File: src/rtl/csc_sync_pkg.sv
// Shared constants, FSM states and K-char helper
// for the CSC optical link sync monitor.
package csc_sync_pkg;

  localparam logic [7:0] K_IDLE = 8'hBC;
  localparam logic [7:0] K_BC0  = 8'hFC;

  typedef enum logic [1:0] {
    S_WAIT_DONE = 2'd0,
    S_DELAY     = 2'd1,
    S_MON       = 2'd2
  } state_e;

  function automatic logic is_frame_kchar(
    input logic [7:0] k
  );
    return (k == K_IDLE) || (k == K_BC0);
  endfunction

endpackage

File: src/rtl/csc_link_sync_chk.sv
// Per-link checker: link_good settle pipeline, bad-frame
// debounce with latched lost flag, saturating error counter.
// Ports: clk_i/rst_ni, mon_i (FSM in S_MON), clr_i (resync or
//  unlock), cnt_clr_i, en_i, good_i, kchar_i, thresh_i ->
//  skip_o, bad_o, lost_o, cnt_o.
module csc_link_sync_chk
  import csc_sync_pkg::*;
#(
  parameter int KW   = 8,
  parameter int CNTW = 16
) (
  input  logic            clk_i,
  input  logic            rst_ni,
  input  logic            mon_i,
  input  logic            clr_i,
  input  logic            cnt_clr_i,
  input  logic            en_i,
  input  logic            good_i,
  input  logic [KW-1:0]   kchar_i,
  input  logic [3:0]      thresh_i,
  output logic            skip_o,
  output logic            bad_o,
  output logic            lost_o,
  output logic [CNTW-1:0] cnt_o
);

  logic            lg1_q, lg2_q;
  logic [3:0]      cb_q, cb_d, cb_inc, thr;
  logic            lost_q, lost_d;
  logic [CNTW-1:0] cnt_q, cnt_d;
  logic            valid, good_frm;

  // a link is only trusted once link_good has been up
  // for two full cycles
  assign skip_o   = !en_i | !good_i | !lg2_q;
  assign valid    = is_frame_kchar(8'(kchar_i));
  assign bad_o    = mon_i & !skip_o & !valid;
  assign good_frm = mon_i & !skip_o & valid;
  assign thr      = (thresh_i == 4'd0) ? 4'd1 : thresh_i;
  assign cb_inc   = (cb_q == 4'hF) ? cb_q : cb_q + 4'd1;

  always_comb begin
    cb_d   = cb_q;
    lost_d = lost_q;
    cnt_d  = cnt_q;
    if (bad_o) begin
      cb_d = cb_inc;
      if (cb_inc >= thr) lost_d = 1'b1;
      if (cnt_q != '1) cnt_d = cnt_q + CNTW'(1);
    end else if (good_frm) begin
      cb_d = 4'd0;
    end
    if (clr_i) begin
      cb_d   = 4'd0;
      lost_d = 1'b0;
    end
    if (cnt_clr_i) cnt_d = '0;
  end

  always_ff @(posedge clk_i or negedge rst_ni) begin
    if (!rst_ni) begin
      lg1_q  <= 1'b0;
      lg2_q  <= 1'b0;
      cb_q   <= 4'd0;
      lost_q <= 1'b0;
      cnt_q  <= '0;
    end else begin
      lg1_q  <= good_i;
      lg2_q  <= lg1_q;
      cb_q   <= cb_d;
      lost_q <= lost_d;
      cnt_q  <= cnt_d;
    end
  end

  assign lost_o = lost_q;
  assign cnt_o  = cnt_q;

endmodule

File: src/rtl/csc_link_sync_mon.sv
// Multi-link frame-marker sync monitor: arm FSM, per-link
// checkers, cross-link K-char compare and status reduction.
// Ports: clock/global_reset_n, clk_lock, ttc_resync, kchar,
//  fiber_enable, link_good, sync_done, sync_dly, err_thresh,
//  cnt_clear -> links_synced, links_lostsync, link_lost,
//  desync, link_err_cnt.
module csc_link_sync_mon
  import csc_sync_pkg::*;
#(
  parameter int NLINK = 7,
  parameter int KW    = 8,
  parameter int CNTW  = 16
) (
  input  logic                  clock,
  input  logic                  global_reset_n,
  input  logic                  clk_lock,
  input  logic                  ttc_resync,
  input  logic [NLINK*KW-1:0]   kchar,
  input  logic [NLINK-1:0]      fiber_enable,
  input  logic [NLINK-1:0]      link_good,
  input  logic [NLINK-1:0]      sync_done,
  input  logic [3:0]            sync_dly,
  input  logic [3:0]            err_thresh,
  input  logic                  cnt_clear,
  output logic                  links_synced,
  output logic                  links_lostsync,
  output logic [NLINK-1:0]      link_lost,
  output logic                  desync,
  output logic [NLINK*CNTW-1:0] link_err_cnt
);

  state_e         state_q, state_d;
  logic [3:0]     dly_q, dly_d;
  logic           clr, mon;
  logic [NLINK-1:0] skip, bad;
  logic           seen, diff, mismatch;
  logic [KW-1:0]  kref;
  logic           synced_q, desync_q, dlatch_q;

  assign clr = ttc_resync | !clk_lock;
  assign mon = (state_q == S_MON);

  always_comb begin
    state_d = state_q;
    dly_d   = dly_q;
    unique case (state_q)
      S_WAIT_DONE: begin
        if (&(sync_done | ~fiber_enable)) begin
          state_d = S_DELAY;
          dly_d   = 4'd0;
        end
      end
      S_DELAY: begin
        if (dly_q >= sync_dly) state_d = S_MON;
        else dly_d = dly_q + 4'd1;
      end
      S_MON: ;
      default: state_d = S_WAIT_DONE;
    endcase
    if (clr) begin
      state_d = S_WAIT_DONE;
      dly_d   = 4'd0;
    end
  end

  for (genvar i = 0; i < NLINK; i++) begin : g_lnk
    csc_link_sync_chk #(
      .KW   (KW),
      .CNTW (CNTW)
    ) u_chk (
      .clk_i     (clock),
      .rst_ni    (global_reset_n),
      .mon_i     (mon),
      .clr_i     (clr),
      .cnt_clr_i (cnt_clear),
      .en_i      (fiber_enable[i]),
      .good_i    (link_good[i]),
      .kchar_i   (kchar[i*KW +: KW]),
      .thresh_i  (err_thresh),
      .skip_o    (skip[i]),
      .bad_o     (bad[i]),
      .lost_o    (link_lost[i]),
      .cnt_o     (link_err_cnt[i*CNTW +: CNTW])
    );
  end

  // first checked link is the reference; any other checked
  // link differing from it is a mismatch, so a lone link
  // can never mismatch
  always_comb begin
    seen = 1'b0;
    diff = 1'b0;
    kref = '0;
    for (int i = 0; i < NLINK; i++) begin
      if (!skip[i]) begin
        if (!seen) begin
          seen = 1'b1;
          kref = kchar[i*KW +: KW];
        end else if (kchar[i*KW +: KW] != kref) begin
          diff = 1'b1;
        end
      end
    end
    mismatch = mon & diff;
  end

  always_ff @(posedge clock or negedge global_reset_n) begin
    if (!global_reset_n) begin
      state_q  <= S_WAIT_DONE;
      dly_q    <= 4'd0;
      synced_q <= 1'b1;
      desync_q <= 1'b0;
      dlatch_q <= 1'b0;
    end else begin
      state_q <= state_d;
      dly_q   <= dly_d;
      if (clr) begin
        synced_q <= 1'b1;
        desync_q <= 1'b0;
        dlatch_q <= 1'b0;
      end else begin
        synced_q <= mon ? (~|bad & ~mismatch) : 1'b1;
        desync_q <= mismatch;
        dlatch_q <= dlatch_q | mismatch;
      end
    end
  end

  assign links_synced   = synced_q;
  assign desync         = desync_q;
  assign links_lostsync = (|link_lost) | dlatch_q;

endmodule

File: config.mk
export PLATFORM = sky130hd
export DESIGN_NAME = csc_link_sync_mon
export DESIGN_NICKNAME = d
export VERILOG_FILES = /design/src/rtl/csc_sync_pkg.sv /design/src/rtl/csc_link_sync_chk.sv /design/src/rtl/csc_link_sync_mon.sv
export SDC_FILE = /design/constraint.sdc
export NUM_CORES = 1
export LEC_CHECK = 0
export CORE_UTILIZATION = 48
export CTS_BUF_LIST = sky130_fd_sc_hd__clkbuf_8 sky130_fd_sc_hd__clkbuf_16
export CTS_CLUSTER_SIZE = 40
export DETAILED_ROUTE_END_ITERATION = 16
export GPL_ROUTABILITY_DRIVEN = 0
export PLACE_DENSITY = 0.83
export SLEW_MARGIN = 20
export SYNTH_ARGS = -nofsm -noshare
export SYNTH_HDL_FRONTEND = slang
export SYNTH_SLANG_ARGS = --single-unit
File: constraint.sdc
create_clock -name clock -period 2.5 [get_ports clock]
set_input_delay 0.25 -clock clock [delete_from_list [all_inputs] [get_ports clock]]
set_output_delay 0.25 -clock clock [all_outputs]
set_load 0.02 [all_outputs]
# == Word-level counts from Yosys, hierarchy flattened ==
# Index checks and enable logic that the tools add are counted.
# totals
latch_bits,0
out_inout_bits,122
elab_cells,365
inputBits,90
romBits,0
ram_bits,0
reg_bits,170
mem_count,0
# op_classes
magnitude_cmp,8
div_mod_pow,0
n_mux,118
n_mul,0
bitwise_logic,43
eq_ne,40
n_reduce_logical,101
shifts,0
n_addsub,15
# op_table
op,count
two-way mux 16 bit,21
two-way mux 4 bit,32
"adder 16 x 1 -> 16 bit, second input constant",7
"== test 8 bit, second input constant",14
"!= test 16 bit, second input constant",7
two-way mux 8 bit,11
nonzero test 2 bit,28
two-way mux 1 bit,49
!= test 8 bit,6
logical NOT 1 bit,37
"adder 4 x 1 -> 4 bit, second input constant",8
>= comparator 4 bit,8
"== test 4 bit, second input constant",7
AND reduction 2 bit,14
nonzero test 3 bit,8
bitwise AND 1 bit,23
OR 1 bit,17
OR reduction 7 bit,2
"!= test 3 bit, second input constant",3
case mux 4 bit (2 select lines),1
logical OR 1 bit,7
NOT 7 bit,1
OR 7 bit,1
AND reduction 7 bit,1
other kinds (9),12

# == Logic depth before layout (Yosys ltp) ==
# Gate-level depths: netlist (run 1).
# depth
word_depth,28
depth_mapped,11
mapped_depth_nobuf,11

# == Hierarchy ==
# From an unflattened synthesis (run 1), not the netlist that was laid out.
# hier_totals
hier_cells,1287
hier_area_um2,11735.0
# by_module_without_submodules
module,instances,cells_each,area_each_um2,seq_area_each_um2
csc_link_sync_chk,7,142,1376.3,575.6
csc_link_sync_mon,1,293,2100.8,226.5

# == Least setup slack after synthesis (run 1) ==
# Ideal clock, no wire load.
# synth_timing
kind,register to register
startpoint,register g_lnk[1].u_chk.lg2_q
endpoint,register dlatch_q
required_ns,2.372
path_buffers,2
path_stages_with_launch,12
setup_ns,0.128
slack_ns,0.107
arrival_time_ns,2.266
path_cell_list,dfrtp_1 buf_6 and3_4 buf_6 nor4_4 a22oi_2 a22o_1 o21ai_1 nand4_1 o31ai_2 a21boi_2 nand3_1
# synth_between
elab_chain_len,22
elab_cells_between_ends,40
classes_between,eq/ne (5); mux (31); bitwise (3); reduce/logical (1)
# synth_rtl
item,line,text
from (decl),csc_link_sync_chk.sv:27,"logic lg1_q, lg2_q;"
from (signal assigned),csc_link_sync_chk.sv:69,lg2_q <= lg1_q;
logical NOT 1 bit *,csc_link_sync_chk.sv:35,assign skip_o = !en_i | !good_i | !lg2_q;
OR 1 bit *,csc_link_sync_chk.sv:35,
two-way mux 8 bit,csc_link_sync_mon.sv:95,if (!skip[i]) begin
!= test 8 bit,csc_link_sync_mon.sv:99,end else if (kchar[i*KW +: KW] != kref) begin
two-way mux 1 bit,csc_link_sync_mon.sv:99,
two-way mux 1 bit,csc_link_sync_mon.sv:96,if (!seen) begin
two-way mux 1 bit,csc_link_sync_mon.sv:95,
two-way mux 1 bit,csc_link_sync_mon.sv:99,
[... 6 more ...],n/a,
two-way mux 1 bit,csc_link_sync_mon.sv:96,
two-way mux 1 bit,csc_link_sync_mon.sv:95,
two-way mux 1 bit,csc_link_sync_mon.sv:99,
two-way mux 1 bit,csc_link_sync_mon.sv:96,
two-way mux 1 bit *,csc_link_sync_mon.sv:95,
bitwise AND 1 bit *,csc_link_sync_mon.sv:104,mismatch = mon & diff;
OR 1 bit *,csc_link_sync_mon.sv:124,dlatch_q <= dlatch_q | mismatch;
two-way mux 1 bit *,csc_link_sync_mon.sv:117,if (clr) begin
to (signal assigned),csc_link_sync_mon.sv:124,
to (decl),csc_link_sync_mon.sv:38,"logic synced_q, desync_q, dlatch_q;"
# Every way passes the cells marked *; elsewhere a longest branch is shown, timed or not.
# A chain may end at the register's enable or synchronous reset.

# == Worst setup path in the final report (run 1) ==
# Ends and elaborated chain as after synthesis.

==> results by group, run 1 <==
Status
  • Status: finished with violations
  • Failing checks: negative setup slack

Critical path
  • Critical path buffers and inverters: 2
  • R2R Setup Slk: -0.08 ns
  • Crit path largest cell delay: about 0.45 ns
  • Most frequent CP cell: buf_4
  • Reg-to-Reg Start: g_lnk[1].u_chk.lg2_q
  • Worst Setup EP: dlatch_q
  • WP data arrival: 2.89 ns
  • Highest-delay cell along the critical path: dfrtp_2
  • Worst path top cell family by delay: compound AO/OA/AOI/OAI gates
  • R2R depth: 11
  • Critical path depth: 11
  • CP startpoint kind: register
  • Critical Path Start: g_lnk[1].u_chk.lg2_q
  • Required @ worst endpoint: roughly 2.8 ns
  • Reg2reg end: dlatch_q
  • Sequence of cells on the critical path: nand3_4, buf_4, a311oi_2, nor2_1, buf_4, o22ai_2, xor2_1, nand3b_1, o31ai_2, a21boi_2, nand3_1
  • CP max FO: 8
  • Crit. End Element: register
  • Setup CP Type: reg -> reg

Global routing
  • First-pass GRT wire length: 50000 um
  • Largest net degree at the start of global routing: slightly below 60
  • Antenna violations before repair: 0
  • Vias in the first global route: 10100
  • GRT Total Usage: between 20% and 30%
  • Total global routing overflow: 0

Power and ir drop
  • Worst VDD drop: 0.000473 V
  • Pleak: 6.42 nW
  • Power share of the clock group: 42.2%
  • Logic pwr share: 13.7%
  • Sequential share of power: 44.1%
  • Switching power: between 1.5 and 2 mW
  • Pint: 4.54 mW
  • Tot Pwr: ~6.3 mW
  • Sw frac: between 20% and 30%
  • Cell Pwr Density: 425 mW/mm^2

STA
  • RSZ-0062 raised after global routing: true
  • Final setup violation count: 3
  • Clk_skew: 0.0120 ns
  • Max Slew Vio Count: 0
  • Worst-Margin Slew: 0.595 ns
  • Fin. Hold Viols: 0
  • Crit share post-route: 103%
  • Max Clk Rate: 388 MHz
  • Fin crit period: 2.58 ns
  • Worst slew margin: 60.0%
  • Final hold slack: 0.201 ns
  • Slack of the critical path: -0.0785 ns
  • Setup TNS: -0.218 ns

Drt
  • Vias per cell: approximately 5.7
  • Routed vias: slightly above 10000
  • Routed WL: 31700 um
  • # DRC: 0
  • Per-cell routed wire length: 17.8 um
  • DRT Pass-1 Iters: 5
  • DRT antenna net count: 0
  • Starting DRC count in detailed routing: 746

Synthesis
  • Synthesized cell area: 0.0106 mm^2
  • Post-synth EDFFs: 0
  • FFs w/ async S/R, synth: 100%
  • YS warnings: 0
  • Syn Inst Count: 1151
  • Seq/Total Area, Yosys: 40.3%
  • Syn avg cell area: 9.17 um^2
  • Synthesized Nets: 1288
  • Synthesis-stage register bit count: 170
  • Top_reg_cell synth: dfrtp_1
  • Count of different cell masters after synthesis: 77

Clock tree
  • Clk sinks: 170
  • Clock transition at the registers of the reported paths: roughly 0.070 ns
  • CTS tree: done
  • Max clock buf depth: 2
  • H-tree levels: 4
  • Worst-skew pair later-pin latency: between 0.4 and 0.5 ns
  • Root Buffer: clkbuf_16
  • Number of buffers created by CTS: 17

Cells and area
  • N_diodes: 0
  • Register area: 0.00426 mm^2
  • Fin area: roughly 0.015 mm^2
  • Share of cells above drive strength 1: 16.2%
  • Final nets: 1632
  • Final-layout fill cell count: 1595
  • Most common cell after layout, fill and taps aside: clkdlybuf4s50_1
  • Synthesis-to-layout area growth: 40.2%
  • Multi-input gate area: 0.00609 mm^2
  • Leading cell types in the layout, fill and taps excluded: clkdlybuf4s50_1 (207), nor2_1 (170), dfrtp_1 (168)

Min path
  • Hold Path Class: in -> reg

Placed design
  • Placed inst area: 0.0139 mm^2
  • Post-DP HPWL: ~23000 um
  • Port bufs: 211
  • Dpl ws: -0.445 ns

Floorplan
  • Die Footprint: between 0.02 and 0.025 mm^2
  • Die extent in y: ~150 um
  • Die W: 150 um
  • Core ar.: 0.0213 mm^2
  • Initial Util: 49.6%
  • # rows: 53
  • Num ports: 212

Job
  • Max cap viols: 0
[stage by stage]
| step | std cells | util [%] |
|---|---|---|
| 6_report | 1783 | 69.5 |
| 5_1_grt | 1783 | 69.5 |
| 4_1_cts | 1777 | 68.7 |
| 2_1_floorplan | 1151 | - |
| 3_5_place_dp | 1737 | 65.4 |
| 3_3_place_gp | 1737 | 65.4 |
[power groups by stage]
| stage | clock network (mW) | registers [mW] | logic [mW] |
|---|---|---|---|
| 2_1_floorplan | 0 | 2.82 | 0.327 |
| 3_3_place_gp | 0 | 2.82 | 0.765 |
| 3_5_place_dp | 0 | 2.82 | 0.779 |
| 4_1_cts | 2.70 | 2.77 | 0.806 |
| 5_1_grt | 2.81 | 2.77 | 0.922 |
| 6_report | 2.66 | 2.77 | 0.862 |
[timing repair]
item                                   CTS  global route
buffers inserted                         7             5
cloned                                   0             1
setup endpoints to repair                3            13
pin swaps                                8            20
gates resized for setup                 12            27
endpoints found under the hold margin   48             0
hold buffers                             1             0
[area by class of cell]
class / count / share of cell area, %
well taps: 275 / 2.32
inverters: 39 / 0.989
flip-flops and latches: 170 / 28.8
repair buffers: 363 / 22.7
multi-input cells: 904 / 41.2
clock inverters: 15 / 1.16
clock buffers: 17 / 2.87
[worst min-delay path by stage]
stage                     cells after the start  slack, ns            from                    to
after floorplan                               0      -0.05  global_reset_n                desync
after global placement                        1       0.24  global_reset_n            state_q[1]
after detailed placement                      1       0.23  global_reset_n                desync
after CTS                                     1       0.18    link_good[1]  g_lnk[1].u_chk.lg1_q
after global routing                          1       0.19    link_good[1]  g_lnk[1].u_chk.lg1_q
final                                         1       0.20    link_good[1]  g_lnk[1].u_chk.lg1_q
[flip-flops by register name, summed over array words and instances, names as in the netlist]
signal,count
g_lnk.u_chk.cnt_o,112
g_lnk.u_chk.lg2_q,7
dlatch_q,1
g_lnk.u_chk.cb_q,28
g_lnk.u_chk.lg1_q,7
dly_q,4
links_synced,1
g_lnk.u_chk.lost_o,7
state_q,2
desync,1
[synthesized netlist by cell type (18+ instances only)]
| cell | n | area, um^2 |
|---|---|---|
| dfrtp_1 | 169 | 4230 |
| and4_1 | 20 | 175 |
| xor2_1 | 54 | 473 |
| nor3_1 | 26 | 130 |
| nand4_1 | 36 | 225 |
| nand2_1 | 75 | 282 |
| xnor2_1 | 72 | 631 |
| or3_1 | 26 | 163 |
| nand3_1 | 57 | 285 |
| o21ai_0 | 45 | 225 |
| clkbuf_1 | 19 | 71.3 |
| nor2_1 | 174 | 653 |
| a21oi_1 | 58 | 290 |
| ha_1 | 47 | 588 |
| nand2b_1 | 18 | 113 |
| and3_1 | 22 | 138 |
| inv_1 | 39 | 146 |
[per-layer routing]
metal / part of all wire [%] / global-route usage (%) / vias to the layer above
met5: 0 / 0 / -
met1: 41 / 35.7 / 4937
li1: - / - / 4825
met3: 6.9 / 6.64 / 97
met4: 3.5 / 10.8 / 0
met2: 48 / 46.5 / 380
[worst register-to-register path, delay by kind of cell (launching register included)]
kind            cells  cell delay (ns)
compound gates      4             0.92
simple gates        4             0.54
flops               1             0.45
buf+inv             2             0.36
xor+xnor            1             0.19
[kinds of logic (layout without fill, tap and decap cells)]
group           count (synthesis)  in the layout  share of synthesized area [%]
fa+ha+maj                      47             47                           5.57
flops                         170            170                           40.3
buf+inv                        77            434                           3.38
mux                            23             23                           2.25
simple gates                  501            501                           24.2
compound gates                207            207                           13.9
xor+xnor                      126            126                           10.5
No activity file was read; power rests on OpenSTA's default activity.
==> run 2, diff against run 1 <==
- SETUP_SLACK_MARGIN: unset -> 0.05
==> run 2 against run 1 <==
Effect of this change: cell count rose by 0.22%; largest power group unchanged; sequential share of layout area decreased by 0.12 points; total power is 0.10% higher; sequential cell count did not move; non-clock buffer count grew 4; clock skew fell by 0.00083 ns; largest cell class unchanged; setup slack improved by 0.065 ns; final area rose by 0.41%; clock power about the same; the run still ends with negative setup slack left.
==> results by group, run 2 (synthesis gave the netlist of run 1 again) <==
Power and ir drop
  • Pint: 4.54 mW (about the same)
  • Sw frac: 27.8% (about the same)
  • Cell Pwr Density: 423 mW/mm^2 (-0.31%)
  • Pleak: 6.44 nW (+0.23%)
  • Switching power: 1.75 mW (+0.14%)
  • Sequential share of power: 44.0% (about the same)
  • Worst VDD drop: 0.000477 V (+0.86%)
  • Power share of the clock group: 42.3% (about the same)
  • Logic pwr share: 13.7% (about the same)
  • Tot Pwr: 6.29 mW (+0.10%)

STA
  • Max Slew Vio Count: 0 (unchanged)
  • Final hold slack: 0.194 ns (-0.00659 ns)
  • Final setup violation count: 1 (-2)
  • Slack of the critical path: -0.0138 ns (+0.0646 ns)
  • Worst slew margin: 56.5% (-3.5 points)
  • Fin crit period: 2.51 ns (-0.0646 ns)
  • Clk_skew: 0.0111 ns (-0.000828 ns)
  • Max Clk Rate: 398 MHz (+2.6%)
  • RSZ-0062 raised after global routing: true
  • Worst-Margin Slew: 0.652 ns (+0.0571 ns)
  • Crit share post-route: 101% (-2.6 points)
  • Fin. Hold Viols: 0 (unchanged)

Critical path
  • Reg2reg end: links_synced
  • WP data arrival: 2.89 ns (about the same)
  • R2R Setup Slk: -0.01 ns (+0.06 ns)
  • CP startpoint kind: register
  • Critical path buffers and inverters: 0 (-2)
  • Setup CP Type: reg -> reg
  • Critical path depth: 9 (-2)
  • CP max FO: 8 (unchanged)
  • Reg-to-Reg Start: g_lnk[1].u_chk.lg2_q
  • Sequence of cells on the critical path: nand3_4, a311oi_2, nor2_1, xnor2_1, nand2_1, or4_1, a31oi_1, a31o_2, and3b_1
  • Highest-delay cell along the critical path: or4_1
  • Crit path largest cell delay: 0.52 ns (+0.07 ns)
  • Crit. End Element: register
  • Required @ worst endpoint: 2.87 ns (+0.06 ns)
  • R2R depth: 9 (-2)
  • Worst path top cell family by delay: simple AND/OR/NAND/NOR gates

Cells and area
  • Share of cells above drive strength 1: 16.8% (+0.62 points)
  • Synthesis-to-layout area growth: 40.8%
  • Leading cell types in the layout, fill and taps excluded: clkdlybuf4s50_1 (207), nor2_1 (168), dfrtp_1 (168)
  • N_diodes: 0 (unchanged)
  • Most common cell after layout, fill and taps aside: clkdlybuf4s50_1
  • Fin util: 69.8% (+0.29 points)
  • Final-layout fill cell count: 1583 (-0.75%)
  • Number of flip-flops in the largest register: 112 (unchanged)
  • Final nets: 1636 (+0.25%)

Floorplan
  • Core ar.: 0.0213 mm^2 (unchanged)
  • Die extent in y: 150 um (unchanged)
  • Die W: 150 um (unchanged)
  • Die Footprint: 0.0226 mm^2 (unchanged)
  • Initial Util: 49.6% (unchanged)
  • Num ports: 212 (unchanged)
  • # rows: 53 (unchanged)

Clock tree
  • Clock transition at the registers of the reported paths: 0.07 ns (about the same)
  • Number of buffers created by CTS: 17 (unchanged)
  • Clk sinks: 170 (unchanged)
  • H-tree levels: 4 (unchanged)
  • Max clock buf depth: 2 (unchanged)
  • Root Buffer: clkbuf_16
  • Worst-skew pair later-pin latency: 0.43 ns (about the same)
  • CTS tree: done

Drt
  • Starting DRC count in detailed routing: 752 (+0.80%)
  • DRT Pass-1 Iters: 7 (+2)
  • Per-cell routed wire length: 17.6 um (-0.97%)
  • DRT antenna net count: 0 (unchanged)
  • Routed WL: 31500 um (-0.75%)
  • Routed vias: 10300 (+0.68%)
  • # DRC: 0 (unchanged)
  • Vias per cell: 5.77 (+0.46%)

Status
  • Failing checks: negative setup slack
  • Status: finished with violations

Global routing
  • Vias in the first global route: 10300 (+1.4%)
  • GRT Total Usage: 28.4% (+0.27 points)
  • Antenna violations before repair: 0 (unchanged)
  • Total global routing overflow: 0 (unchanged)
  • First-pass GRT wire length: 50600 um (+1.1%)
  • Largest net degree at the start of global routing: 58 (unchanged)

Placed design
  • Port bufs: 211 (unchanged)
  • Post-DP HPWL: 23100 um (unchanged)

Min path
  • Hold_sp: link_good[1]
  • Hold path cells: 1 (unchanged)
  • Hold path endpoint: g_lnk[1].u_chk.lg1_q
  • Hold Path Class: in -> reg

Job
  • Max cap viols: 0 (unchanged)
-- run 2: cell type report --
| class | count | area [um^2] | share of cell area [%] |
|---|---|---|---|
| Tap cell | 275 | 344 | 2.31 |
| Inverter | 39 | 146 | 0.985 |
| Multi-Input combinational cell | 904 | 6140 | 41.3 |
| Timing Repair Buffer | 367 | 3380 | 22.7 |
| Clock buffer | 17 | 425 | 2.86 |
| Clock inverter | 15 | 171 | 1.15 |
| Sequential cell | 170 | 4260 | 28.6 |
-- run 2: worst max-delay path by stage --
stage                               startpoint      endpoint  slack [ns]
after detailed placement          link_good[1]  links_synced       -0.45
after global routing      g_lnk[1].u_chk.lg2_q  links_synced       -0.14
after CTS                 g_lnk[1].u_chk.lg2_q      dlatch_q        0.04
final                     g_lnk[1].u_chk.lg2_q  links_synced       -0.01
after global placement         fiber_enable[2]      dlatch_q       -0.32
after floorplan           g_lnk[1].u_chk.lg2_q      dlatch_q        0.11
-- run 2: what timing repair did --
action                     in CTS  in global routing
hold endpoints to repair       48                  0
hold buffers                    1                  0
pin swaps                      22                 11
gates resized for setup        29                 21
setup endpoints to repair       3                 29
gates cloned                    0                  0
buffers inserted               15                  4
-- run 2: metrics by stage --
step,instance area (um^2),cells,setup TNS (ns),setup WS (ns)
floorplan,10600,1151,0,0.107
global placement,13900,1737,-3.54,-0.316
detailed placement,13900,1737,-5.60,-0.445
CTS,14800,1783,0,0.0439
global route,14900,1787,-0.525,-0.144
finish,14900,1787,-0.0138,-0.0138
-- run 2: routing by layer --
layer | up-vias | global-route usage (%) | share of wire (%)
li1 | 4832 | - | -
met1 | 4973 | 35.4 | 41
met2 | 404 | 47.3 | 49
met3 | 100 | 6.76 | 7.1
met4 | 0 | 11.6 | 3.4
met5 | - | 0 | 0
-- run 2: power by group through the flow --
| stage | sequential, mW | combinational [mW] | clock (mW) |
|---|---|---|---|
| floorplan | 2.82 | 0.327 | 0 |
| global placement | 2.82 | 0.765 | 0 |
| detailed placement | 2.82 | 0.779 | 0 |
| CTS | 2.77 | 0.829 | 2.70 |
| global route | 2.77 | 0.926 | 2.81 |
| finish | 2.77 | 0.863 | 2.66 |
